File: config.mk
export PLATFORM = sky130hd
export DESIGN_NAME = sensor_ctrl
export DESIGN_NICKNAME = d
export VERILOG_FILES = /design/src/rtl/sensor_ctrl.sv
export SDC_FILE = /design/constraint.sdc
export NUM_CORES = 1
export LEC_CHECK = 0
export CORE_MARGIN = 2
export CORE_UTILIZATION = 55
export CTS_BUF_LIST = sky130_fd_sc_hd__clkbuf_8
export CTS_CLUSTER_DIAMETER = 60
export DETAILED_ROUTE_END_ITERATION = 6
export PLACE_DENSITY = 0.81
export SYNTH_ARGS = -nofsm -noshare
export SYNTH_HDL_FRONTEND = slang
export SYNTH_SLANG_ARGS = --single-unit
File: constraint.sdc
create_clock -name clk_sys -period 12.78 [get_ports clk_sys]
set_input_delay 3.834 -clock clk_sys [delete_from_list [all_inputs] [get_ports clk_sys]]
set_output_delay 3.834 -clock clk_sys [all_outputs]
set_load 0.02 [all_outputs]
File: src/rtl/sensor_ctrl.sv
`default_nettype none
// ============================================================================
//  Module   : sensor_ctrl
//  Purpose  : Measurement scheduler and result filter around sensor_core.
//             Fires a measurement every PERIOD_CYC cycles and waits for
//             completion, with a timeout. Keeps a 4-sample moving average
//             of good echo counts and presents each result on a
//             valid/ready port.
//  Ports    : clk_sys, rst_n (async, active-low)
//             enable                          - allow periodic measurement
//             fire_measure                    - 1-cycle start pulse to core
//             done_measure/data_measure/err_measure - core completion
//             out_valid/out_ready/out_data/out_err/out_fill - result port
//             overrun                         - sticky lost-result flag
//  Revision : 1.0 - initial release
// ============================================================================
module sensor_ctrl #(
    parameter int unsigned PERIOD_CYC  = 3000000,  // must exceed TIMEOUT_CYC + 8
    parameter int unsigned TIMEOUT_CYC = 2400000
) (
    input  logic        clk_sys,
    input  logic        rst_n,
    input  logic        enable,
    output logic        fire_measure,
    input  logic        done_measure,
    input  logic [31:0] data_measure,
    input  logic        err_measure,
    output logic        out_valid,
    input  logic        out_ready,
    output logic [31:0] out_data,
    output logic        out_err,
    output logic [2:0]  out_fill,
    output logic        overrun
);

    localparam int unsigned PW = $clog2(PERIOD_CYC);
    localparam int unsigned TW = $clog2(TIMEOUT_CYC);
    localparam logic [PW-1:0] C_PERIOD_LAST  = PW'(PERIOD_CYC - 1);
    localparam logic [TW-1:0] C_TIMEOUT_LAST = TW'(TIMEOUT_CYC - 1);

    typedef enum logic [1:0] {
        ST_IDLE = 2'd0,
        ST_FIRE = 2'd1,
        ST_WAIT = 2'd2,
        ST_GAP  = 2'd3
    } state_t;

    state_t        r_state;
    state_t        w_state_nxt;
    logic [PW-1:0] r_period;
    logic [TW-1:0] r_timer;

    // Stage 1: measurement outcome registered at the end of the WAIT cycle
    logic          w_evt;
    logic          w_evt_good;
    logic          r_evt;
    logic          r_evt_good;
    logic [31:0]   r_evt_data;

    // Stage 2: averaging window and result registers
    logic [31:0]   r_win [4];       // r_win[3] is the oldest sample
    logic [33:0]   r_sum;
    logic [2:0]    r_fill;
    logic [31:0]   r_out_data;
    logic          r_out_valid;
    logic          r_out_err;
    logic          r_overrun;

    logic [2:0]    w_fill_nxt;
    logic [33:0]   w_sum_nxt;
    logic [40:0]   w_prod85;
    logic [31:0]   w_avg;

    // ------------------------------------------------------------------
    // Scheduler FSM
    // ------------------------------------------------------------------
    always_ff @(posedge clk_sys or negedge rst_n) begin
        if (!rst_n) begin
            r_state <= ST_IDLE;
        end else begin
            r_state <= w_state_nxt;
        end
    end

    always_comb begin
        w_state_nxt = r_state;
        w_evt       = 1'b0;
        w_evt_good  = 1'b0;
        case (r_state)
            ST_IDLE: begin
                if (enable) begin
                    w_state_nxt = ST_FIRE;
                end
            end
            ST_FIRE: begin
                w_state_nxt = ST_WAIT;
            end
            ST_WAIT: begin
                // A completion in the final timeout cycle still counts as a sample.
                if (done_measure) begin
                    w_evt       = 1'b1;
                    w_evt_good  = ~err_measure;
                    w_state_nxt = ST_GAP;
                end else if (r_timer == C_TIMEOUT_LAST) begin
                    w_evt       = 1'b1;
                    w_state_nxt = ST_GAP;
                end
            end
            ST_GAP: begin
                if (r_period == C_PERIOD_LAST) begin
                    w_state_nxt = enable ? ST_FIRE : ST_IDLE;
                end
            end
            default: w_state_nxt = ST_IDLE;
        endcase
    end

    assign fire_measure = (r_state == ST_FIRE);

    // The FIRE cycle is period cycle 0, so the counter leaves FIRE at 1 and
    // GAP sees PERIOD_CYC-1 exactly PERIOD_CYC-1 cycles after the fire.
    always_ff @(posedge clk_sys or negedge rst_n) begin
        if (!rst_n) begin
            r_period <= '0;
            r_timer  <= '0;
        end else begin
            if (r_state == ST_FIRE) begin
                r_period <= PW'(1);
            end else if (r_state != ST_IDLE) begin
                r_period <= r_period + PW'(1);
            end

            if (r_state == ST_FIRE) begin
                r_timer <= '0;
            end else if (r_state == ST_WAIT) begin
                r_timer <= r_timer + TW'(1);
            end
        end
    end

    // ------------------------------------------------------------------
    // Stage 1 capture
    // ------------------------------------------------------------------
    always_ff @(posedge clk_sys or negedge rst_n) begin
        if (!rst_n) begin
            r_evt      <= 1'b0;
            r_evt_good <= 1'b0;
            r_evt_data <= '0;
        end else begin
            r_evt      <= w_evt;
            r_evt_good <= w_evt_good;
            if (w_evt_good) begin
                r_evt_data <= data_measure;
            end
        end
    end

    // ------------------------------------------------------------------
    // Stage 2: running sum and average of the post-update window
    // ------------------------------------------------------------------
    always_comb begin
        w_fill_nxt = (r_fill == 3'd4) ? 3'd4 : r_fill + 3'd1;
        // Empty slots hold zero, so subtracting the oldest is always valid.
        w_sum_nxt  = r_sum + {2'b00, r_evt_data} - {2'b00, r_win[3]};
        // 85/256 approximates 1/3; truncation gives the floor of the product.
        w_prod85   = {7'd0, w_sum_nxt} * 41'd85;
        case (w_fill_nxt)
            3'd1:    w_avg = 32'(w_sum_nxt);
            3'd2:    w_avg = 32'(w_sum_nxt >> 1);
            3'd3:    w_avg = 32'(w_prod85 >> 8);
            default: w_avg = 32'(w_sum_nxt >> 2);
        endcase
    end

    always_ff @(posedge clk_sys or negedge rst_n) begin
        if (!rst_n) begin
            for (int i = 0; i < 4; i++) begin
                r_win[i] <= '0;
            end
            r_sum       <= '0;
            r_fill      <= '0;
            r_out_data  <= '0;
            r_out_valid <= 1'b0;
            r_out_err   <= 1'b0;
            r_overrun   <= 1'b0;
        end else begin
            if (r_evt) begin
                // A new result always loads; it is only lost data when the
                // pending one is not being taken this cycle.
                r_out_valid <= 1'b1;
                r_out_err   <= ~r_evt_good;
                if (r_out_valid && !out_ready) begin
                    r_overrun <= 1'b1;
                end
                if (r_evt_good) begin
                    r_win[0]   <= r_evt_data;
                    r_win[1]   <= r_win[0];
                    r_win[2]   <= r_win[1];
                    r_win[3]   <= r_win[2];
                    r_sum      <= w_sum_nxt;
                    r_fill     <= w_fill_nxt;
                    r_out_data <= w_avg;
                end
            end else if (r_out_valid && out_ready) begin
                r_out_valid <= 1'b0;
            end
        end
    end

    assign out_valid = r_out_valid;
    assign out_data  = r_out_data;
    assign out_err   = r_out_err;
    assign out_fill  = r_fill;
    assign overrun   = r_overrun;

endmodule
`default_nettype wire

# Word level (Yosys, flattened, before mapping)
# Cells that the tools add are included.
[totals]
reg_bits = 280
wordCells = 66
out_inout_bits = 39
[classes]
mul = 1
n_reduce_logical = 11
n_eq_ne = 12
n_mux = 19
bitwise = 2
add_sub_neg = 5
[ops]
columns = ["operator", "n"]
rows = [
  ["$pmux 32 s3", 1],
  ["$mux 22", 4],
  ["$add 22x1->22 const B", 2],
  ["$eq 22x22->1 const B", 2],
  ["$mul 34x7->40 const B", 1],
  ["$add 34x32->34", 1],
  ["$sub 34x32->34", 1],
  ["$mux 1", 8],
  ["$mux 2", 4],
  ["$pmux 2 s4", 1],
  ["$reduce_bool 2->1", 4],
  ["$eq 3x2->1 const B", 2],
  ["$eq 2x2->1 const B", 2],
  ["$ne 2x2->1 const B", 2],
  ["$reduce_and 2->1", 2],
  ["$add 3x1->3 const B", 1],
  ["$eq 3x1->1 const B", 1],
  ["$eq 3x3->1 const B", 1],
  ["$mux 3", 1],
  ["$ne 3x3->1 const B", 1],
  ["$reduce_and 3->1", 1],
  ["$eq 2x1->1 const B", 1],
  ["$logic_and 1x1->1", 2],
  ["$logic_not 2->1", 1],
  ["2 further kinds", 3],
]

# Depth between registers and ports, before layout
[logic_depth]
depth_word = 4
depth_mapped = 32
ltp_nobuf = 32

# Worst setup path after synthesis
# Ideal clock, no wire load.
[synth_timing]
path_type = "flip-flop to flip-flop"
start = "register r_evt_data[1]"
end = "register r_out_data[31] (netlist: out_data[31])"
setup_time_ns = 0.134
setup_slack_ns = 6.108
arrival_ns = 6.538
required_ns = 12.646
stages_incl_launch_ff = 31
path_cell_list = "dfrtp_1 > inv_1 > fa_1 > inv_1 > ha_1 > a211oi_1 > o211ai_1 > and2_1 > a21o_1 > a21o_1 > a41o_1 > nor2_1 > inv_1 > ha_1 > inv_1 > fa_1 > inv_1 > ha_1 > inv_1 > fa_1 > inv_1 > ha_1 > and3_1 > nor4b_1 > a21bo_2 > a31o_2 > o211ai_2 > mux2i_1 > and4_1 > o31ai_1 > a31oi_1"
[synth_between]
elab_chain_len = 4
[synth_rtl]
columns = ["item", "line_no", "rtl"]
rows = [
  ["from (decl)", "58", "logic [31:0] r_evt_data;"],
  ["from (signal assigned)", "153", "r_evt_data <= data_measure;"],
  ["$add 34x32->34", "164", "w_sum_nxt = r_sum + {2'b00, r_evt_data} - {2'b00, r_win[3]};"],
  ["$sub 34x32->34", "164", ""],
  ["via w_sum_nxt[11]", "70", "logic [33:0] w_sum_nxt;"],
  ["$mul 34x7->40", "166", "w_prod85 = {7'd0, w_sum_nxt} * 41'd85;"],
  ["$pmux 32 s3", "167", "case (w_fill_nxt)"],
  ["to (signal assigned)", "202", "r_out_data <= w_avg;"],
  ["to (decl)", "64", "logic [31:0] r_out_data;"],
]
# The timed path passes the listed nets, and every way through them passes these cells.
# A chain may end at the register's enable or synchronous reset.

# Worst setup path in the final report
[layout_timing]
start = "register r_evt_data[2]"
end = "register r_out_data[24] (netlist: out_data[24])"
# Same word-level chain as after synthesis.

==> impl_metrics.yaml <==
routing:
  first_pass_iters: 7
  drt_iter0_drc: 1349
  wl_um: 49780
  post-route-drc-count: 0
  drt-wirelength-per-cell_um: 17.37
  ant_nets: 0
  viasPerCell: 5.638
  dr_total_vias: 16150
global_route:
  gr-usage-met3_pct: 4.471
  grt_usage_pct: 27.84
  grt_pass1_wl_um: 82200
  grt-ovfl-total: 0
  top_usage_layer: "met2"
  use_met1_pct: 37.81
  grt_max_degree: 123
  grt_pass1_vias: 16400
  use_met2_pct: 43.76
  antenna_found_initial: 0
synth:
  yosysWarningCount: 0
  synth_flop_cell: "dfrtp_1"
  synthesis.instances: 2298
  avgSynthCellArea_um2: 8.552
  synth_fp_nets: 2581
  yosysSeqAreaShare_pct: 35.65
  synth_area_um2: 19650
  postSynth.asyncResetShare_pct: 100.0
  synth_cell_types: 107
  synth_edf_count: 0
  synth_seq_cells: 280
worst_setup_path:
  worstPathMaxFanout: 6
  required_ns: 13.29
  crit_type: "flip-flop to flip-flop"
  worstSetupEndpointType: "flip-flop"
  cp-start-kind: "flip-flop"
  cp_slowest_cell: "xnor2_1"
  crit_top_cell: "inv_1"
  worstPathArrival_ns: 8.39
  max_stage_delay_ns: 0.78
die:
  coreArea_um2: 35400
  die_area_um2: 37260
  die_y_um: 193.0
  rows: 69
  io_pins: 77
  die_w_um: 193.0
  initial_core_util_pct: 55.52
clocking:
  ctsResizeCount: 0
  clk_latency_ns: 0.64
  postCtsHoldBufs: 0
  cts_setup_buffers: 0
  path_clk_slew_ns: 0.07
  clock-sinks: 280
  cts_tree: "yes"
  h-tree-depth: 2
  cts_made_buffers: 50
  clockRootBuffer: "clkbuf_8"
  clockBufferDepth: 3
sta:
  relSlewSlack_pct: 11.16
  fin_worst_skew_ns: 0.04336
  worst-slew-pin-transition_ns: 1.333
  final.setup.tns_ns: 0
  rsz0062_at_grt: "false"
  hold_violations: 0
  finalCritPeriodShare_pct: 61.71
  slew_violations: 0
  fmax_mhz: 126.8
  finalSetupViolCount: 0
  fin_crit_ns: 7.887
final_layout:
  final_common_cell: "nand2_1"
  antenna-diode-count: 0
  layout.cells.most_common_list: "nand2_1, inv_1, dfrtp_1"
  syn_to_final_growth_pct: 11.73
  nets: 2646
  drive_gt1_share_pct: 6.822
worst_hold_path:
  hold_path.class: "flip-flop to flip-flop"
place:
  gp_congestion: 0.9946
  portBuffers: 76
  dpl.hpwl_um: 36140
outcome:
  status: "completed"
run:
  maxCapViolations: 0
## path summary, 6_finish.rpt
path                                endpoint  cells past startpoint     startpoint  slack (ns)
worst max register to register  out_data[24]                     29  r_evt_data[2]        4.89
min in group asynchronous          r_win[74]                      1          rst_n        3.27
worst min register to register     r_win[92]                      2     r_win[124]        0.47
worst max-delay path            out_data[24]                     29  r_evt_data[2]        4.89
worst min-delay path               r_win[92]                      2     r_win[124]        0.47
max in group asynchronous          r_win[84]                      2          rst_n        7.82
## layer usage
layer	wire (um)	vias up
li1	-	7602
met1	21400	7840
met2	22790	581
met3	3440	129
met4	2139	0
met5	0	-
## layout make-up
| type | count | area (um^2) |
|---|---|---|
| fillers | 3011 | 13440 |
| multi-input cells | 1549 | 10850 |
| flip-flops and latches | 280 | 7007 |
| inverters | 389 | 1460 |
| clock buffers | 66 | 908.4 |
| repair buffers | 93 | 893.4 |
| well taps | 461 | 576.8 |
| clock inverters | 27 | 262.8 |
## cells in the mapped netlist, types with 8 or more instances
| cell type | n | area (um^2) |
|---|---|---|
| a221oi_1 | 10 | 87.58 |
| fa_1 | 89 | 1782 |
| inv_1 | 388 | 1456 |
| o211ai_1 | 9 | 67.56 |
| and3_1 | 12 | 75.07 |
| ha_1 | 156 | 1952 |
| or3_1 | 18 | 112.6 |
| dfrtp_1 | 280 | 7007 |
| o21ai_0 | 153 | 765.7 |
| nand4_1 | 17 | 106.4 |
| xor2_1 | 34 | 297.8 |
| nand2_1 | 486 | 1824 |
| o21bai_1 | 8 | 60.06 |
| nand2b_1 | 8 | 50.05 |
| clkbuf_1 | 66 | 247.7 |
| and2_1 | 9 | 56.30 |
| nor2b_1 | 16 | 100.1 |
| a21oi_1 | 104 | 520.5 |
| a222oi_1 | 8 | 80.08 |
| xnor2_1 | 42 | 367.9 |
| a31oi_1 | 20 | 125.1 |
| o221ai_1 | 8 | 70.07 |
| nor3_1 | 14 | 70.07 |
| a21o_1 | 27 | 202.7 |
| o22ai_1 | 15 | 93.84 |
| nand3_1 | 34 | 170.2 |
| nor2_1 | 105 | 394.1 |
## registers in the layout, summed over array words and instances (netlist names), 2 cells and up
name and flops:
r_win 128, r_sum 34, out_data 32, r_evt_data 32, r_period 22, r_timer 22, out_fill 3, r_state 2
## per-stage QoR
stage	cell area [um^2]	setup slack [ns]	hold slack, ns	util, %	instances
finish	21960	4.893	0.4652	62.04	2865
detailed placement	20790	5.058	0.4521	58.73	2772
global route	21960	4.546	0.4847	62.04	2865
CTS	21960	5.019	0.4610	62.04	2865
global placement	20790	5.126	0.4444	58.73	2772
floorplan	19650	6.108	0.4386	-	2298
## cell families (layout without fill, tap and decap cells)
logic type | count (synthesis) | count (layout) | synth area share [%]
AO/OA/AOI/OAI | 448 | 448 | 14.84
XOR/XNOR | 79 | 79 | 3.693
adder cells (fa/ha/maj) | 245 | 245 | 19.00
buffers and inverters | 469 | 575 | 9.212
flip-flops | 280 | 280 | 35.65
multiplexers | 10 | 10 | 0.5348
AND/OR/NAND/NOR | 767 | 767 | 17.07
## critical path: cells and delay by family (launching register included)
family                   cells  cell delay [ns]
adder cells (fa/ha/maj)      7             2.83
AND/OR/NAND/NOR              3             0.43
flip-flops                   1             0.33
XOR/XNOR                     1             0.78
multiplexers                 1             0.15
buffers and inverters        7             0.54
AO/OA/AOI/OAI               10             2.66
Power is not shown: default switching activity piles up to over one toggle a cycle in this logic, so the estimate is an artifact.
